$ cat config.mk
export PLATFORM = sky130hd
export DESIGN_NAME = mem_port_arbiter
export DESIGN_NICKNAME = d
export VERILOG_FILES = /design/src/rtl/mem_port_arbiter.sv
export SDC_FILE = /design/constraint.sdc
export NUM_CORES = 1
export LEC_CHECK = 0
export ABC_AREA = 1
export ABC_CLOCK_PERIOD_IN_PS = 5800
export CAP_MARGIN = 25
export CORE_MARGIN = 2
export CORE_UTILIZATION = 41
export DETAILED_ROUTE_END_ITERATION = 6
export HOLD_SLACK_MARGIN = 0.15
export PLACE_DENSITY = 0.84
export SYNTH_ARGS = -nofsm -noshare
export SYNTH_HDL_FRONTEND = slang
export SYNTH_SLANG_ARGS = --single-unit
$ cat constraint.sdc
create_clock -name clk -period 5.8 [get_ports clk]
set_input_delay 1.16 -clock clk [delete_from_list [all_inputs] [get_ports clk]]
set_output_delay 1.16 -clock clk [all_outputs]
set_load 0.01 [all_outputs]
$ cat src/rtl/mem_port_arbiter.sv
// Two-requester arbiter for the core's unified synchronous-read memory.
// One transaction at a time: IDLE -> ISSUE -> CAPTURE -> ACK, round-robin on contention.
module mem_port_arbiter #(
  parameter int ADDR_W = 32,
  parameter int DATA_W = 32
) (
  input  logic              clk,
  input  logic              reset,
  input  logic              c_req,
  input  logic              c_we,
  input  logic [ADDR_W-1:0] c_addr,
  input  logic [DATA_W-1:0] c_wdata,
  output logic [DATA_W-1:0] c_rdata,
  output logic              c_ack,
  input  logic              l_req,
  input  logic              l_we,
  input  logic [ADDR_W-1:0] l_addr,
  input  logic [DATA_W-1:0] l_wdata,
  output logic [DATA_W-1:0] l_rdata,
  output logic              l_ack,
  output logic              mem_en,
  output logic              mem_we,
  output logic [ADDR_W-1:0] mem_addr,
  output logic [DATA_W-1:0] mem_wdata,
  input  logic [DATA_W-1:0] mem_rdata,
  output logic              busy,
  output logic              owner
);

  typedef enum logic [1:0] {IDLE, ISSUE, CAPTURE, ACK} state_t;

  state_t            state, state_nxt;
  logic              last_grant;
  logic              grant;
  logic              start;
  logic              lat_we;
  logic [ADDR_W-1:0] lat_addr;
  logic [DATA_W-1:0] lat_wdata;

  always_ff @(posedge clk or posedge reset) begin
    if (reset) begin
      state      <= IDLE;
      last_grant <= 1'b1;
    end else begin
      state <= state_nxt;
      if (start) last_grant <= grant;
    end
  end

  // Contention goes to whoever did not win last; a lone request wins outright.
  always_comb begin
    state_nxt = state;
    start     = 1'b0;
    grant     = last_grant;
    mem_en    = 1'b0;
    mem_we    = 1'b0;
    mem_addr  = '0;
    mem_wdata = '0;
    c_ack     = 1'b0;
    l_ack     = 1'b0;
    busy      = (state != IDLE);
    case (state)
      IDLE: begin
        if (c_req || l_req) begin
          start     = 1'b1;
          grant     = (c_req && l_req) ? ~last_grant : l_req;
          state_nxt = ISSUE;
        end
      end
      ISSUE: begin
        mem_en    = 1'b1;
        mem_we    = lat_we;
        mem_addr  = lat_addr;
        mem_wdata = lat_wdata;
        state_nxt = CAPTURE;
      end
      CAPTURE: begin
        mem_addr  = lat_addr;
        mem_wdata = lat_wdata;
        state_nxt = ACK;
      end
      ACK: begin
        mem_addr  = lat_addr;
        mem_wdata = lat_wdata;
        c_ack     = ~last_grant;
        l_ack     = last_grant;
        state_nxt = IDLE;
      end
      default: state_nxt = IDLE;
    endcase
  end

  // Payload is only observed outside IDLE, so it needs no reset.
  always_ff @(posedge clk) begin
    if (start) begin
      lat_we    <= grant ? l_we    : c_we;
      lat_addr  <= grant ? l_addr  : c_addr;
      lat_wdata <= grant ? l_wdata : c_wdata;
    end
  end

  always_ff @(posedge clk or posedge reset) begin
    if (reset) begin
      c_rdata <= '0;
      l_rdata <= '0;
    end else if (state == CAPTURE && !lat_we) begin
      if (last_grant) l_rdata <= mem_rdata;
      else            c_rdata <= mem_rdata;
    end
  end

  assign owner = last_grant;

endmodule

==> metrics.md <==
| Metric | Value |
|---|---|
| Clk_skew | `0.00508 ns` |
| Number of global-route vias before repair | `5584` |
| Largest family of logic cells by synthesized area | `simple AND/OR/NAND/NOR gates` |
| Sequential share of the synthesized area | `0.589` |
| Compound-Gate Fraction of Synth Area | `0.0544` |
| Final worst-path cycle share | `0.622` |
| Total grt overflow | `0` |
| Design Area, Final | `9850 sq um` |
| Synth Register Bits | `about 130` |
| Cell count after synthesis | `700` |
| Cell taking the most area after synthesis | `edfxtp_1` |
| DR DRC count | `0` |
| Share of layout cells above drive strength 1 | `0.0515` |
| Dpl cell area | `9290 sq um` |
| Mapped Nets | `871` |
| Slew of the pin with the lowest slew margin | `roughly 0.81 ns` |
| Htree depth | `4` |
| First-pass GRT wire length | `just under 30000 um` |
| DR vias/cell | `4.86` |
| P_leak | `4.55 nW` |
| ANT nets after route | `0` |
| Hold Vio Cnt, Final | `0` |
| DR vias | `roughly 5700` |
| Layout area overhead | `59.9%` |
| Pre-CTS WS | `2.55 ns` |
| Post-Syn Area | `6160 sq um` |
| Fmax | `0.277 GHz` |
| Startpoint Class | `register` |
| Global-route usage over all layers | `0.231` |
| Synth warn | `0` |
| RePlAce Congestion | `0.781` |
| Most frequent cells in the layout | `clkdlybuf4s50_1, nand2_1, nand3_1, inv_1` |
| Clk Latency, worst-skew pair | `0.42 ns` |
| Setup TNS | `0 ns` |
| WHS Path Cells | `2` |
| CTS max path bufs | `2` |
| Pwr dens | `556 nW/um^2` |
| CTS tree | `done` |
| # Post-CTS Setup Buffers | `0` |
| Post-layout util | `0.675` |
| WL final | `approximately 18000 um` |
| RSZ-0062 raised after global routing | `no` |
| I/O Buffers | `roughly 300` |
| Most common cell after layout, fill and taps aside | `clkdlybuf4s50_1` |
| Initial antenna violation count | `1` |
| VDD IR-drop max | `approximately 0.3 mV` |
| Starting Density | `0.422` |
| Post-synth top area share | `0.317` |
| Clock root cell | `clkbuf_16` |
| Critical Path AT | `2.44 ns` |
| Status | `finished, final reports clean` |
| I/O pins | `300` |
| Top post-synthesis cells by area | `edfxtp_1, dfrtp_1, nand3_1` |
| Iteration-0 DRC Markers | `297` |
| # clock sinks | `132` |
| Worst path slowest cell | `ha_2` |
| Critical Path Stages | `5` |
| Die W | `127 um` |
| Max-slew violations | `0` |
| XOR/XNOR Fraction of Synth Area | `0` |
| Cells after DPL | `1145` |
| Relative slew margins | `0.460` |
| Setup violators final | `0` |
| Fin crit period | `3.60 ns` |
| Req. time, crit path | `4.64 ns` |
| Number of max-cap violations | `0` |
| Adder-cell area share of the yosys netlist | `0.0102` |
| Hold Path Class | `register to register` |
| Pre-Repair DR Iteration Count | `5` |
| Fin worst setup slack | `2.20 ns` |
| Number of buffers created by CTS | `17` |
| Worst path bufs/invs | `3` |
| Synth cell types | `20` |
| Worst-path fanout max | `33` |
| Slowest cell delay on critical path | `0.64 ns` |
| WS Path Type | `register to output pin` |
| Post-Synth Simple-Gate Area | `0.238` |
| Die area | `16000 sq um` |
| Post-CTS sizing | `0` |
| Crit path max-delay family | `buffers and inverters` |
| HPWL Detailed | `~13000 um` |
| Cell chain of the critical path | `inv_1 -> ha_2 -> buf_12 -> nor2_1 -> clkdlybuf4s50_1` |
| Die height | `127 um` |
| Non-Filler Instances | `1176` |
| Post-CTS Hold Buffers | `0` |
| Crit. End Element | `output pin` |
| Core box area | `14600 sq um` |
| Clock slew at reported path FFs | `around 0.050 ns` |
| Pin count of the biggest net entering global routing | `68` |
| Core Rows | `44` |
| Reg2Reg Depth | `5` |
| Mapped Avg Cell Area | `8.80 sq um` |
| Routed wire length per instance | `around 16 um` |
| Mux cell area share after synthesis | `0` |
| Final Net Count | `approximately 1200` |
[synthesized netlist by cell type (all sizes together)]
cell	instances
clkbuf	13
nand2	139
o21ai	65
nand3	134
dfrtp	66
inv	108
nor3	1
dfstp	1
ha	5
buf	35
nor2	66
edfxtp	65
a21oi	2
[layout make-up]
cell class / instances / area [sq um]
Antenna cell: 1 / 2.50
Clock buffer: 23 / 509
Clock inverter: 7 / 46.3
Fill cell: 1152 / 4740
Inverter: 108 / 405
Multi-Input combinational cell: 412 / 1880
Sequential cell: 132 / 3630
Tap cell: 184 / 230
Timing Repair Buffer: 309 / 3140
[layer usage]
layer / wire, um / track usage / vias up / part of all wire
met5: 0 / 0 / - / 0
met4: 552 / 0.0931 / 0 / 0.030
met3: 1940 / 0.0907 / 37 / 0.11
met2: 8860 / 0.380 / 266 / 0.48
met1: 7050 / 0.271 / 2617 / 0.38
li1: - / - / 2796 / -
[stage by stage]
step / power, mW / hold slack [ns]
2_1_floorplan: 3.12 / 0.503
3_3_place_gp: 4.41 / 0.464
4_1_cts: 5.54 / 0.490
5_1_grt: 5.86 / 0.508
6_report: 5.48 / 0.486
3_5_place_dp: 4.52 / 0.476
[final timing paths]
kind / from / end / slack (ns)
max in group asynchronous: reset / l_rdata[30]$_DFFE_PP0P_ / 3.98
min in group asynchronous: reset / c_rdata[18]$_DFFE_PP0P_ / 1.31
worst max-delay path: state[0]$_DFFE_PP0P_ / mem_wdata[8] / 2.20
worst min-delay path: l_rdata[1]$_DFFE_PP0P_ / l_rdata[1]$_DFFE_PP0P_ / 0.49
worst min register to register: l_rdata[1]$_DFFE_PP0P_ / l_rdata[1]$_DFFE_PP0P_ / 0.49
worst max register to register: state[0]$_DFFE_PP0P_ / lat_wdata[23]$_DFFE_PP_ / 3.41
[sequential cells by signal, indices dropped and copies added, names as in the netlist, named ones only]
name and flops:
c_rdata 32, l_rdata 32, lat_addr 32, lat_wdata 32, state 2, lat_we 1
[worst reg2reg max path: cells and delay by family, from the launching register on]
family	cells	cell delay (ns)
flops	1	0.40
buf+inv	3	0.75
fa+ha+maj	1	0.29
compound gates	1	0.60
[where the power goes]
group,switching [mW],internal (mW),total [mW]
Sequential,0.187,1.52,1.71
Clock,0.383,0.611,0.994
Combinational,1.45,1.33,2.77
[kinds of logic after synthesis]
kind of cell | Yosys count
flops | 132
fa+ha+maj | 5
buf+inv | 156
simple gates | 340
compound gates | 67
Note: power is estimated with default switching activity, not from simulation.
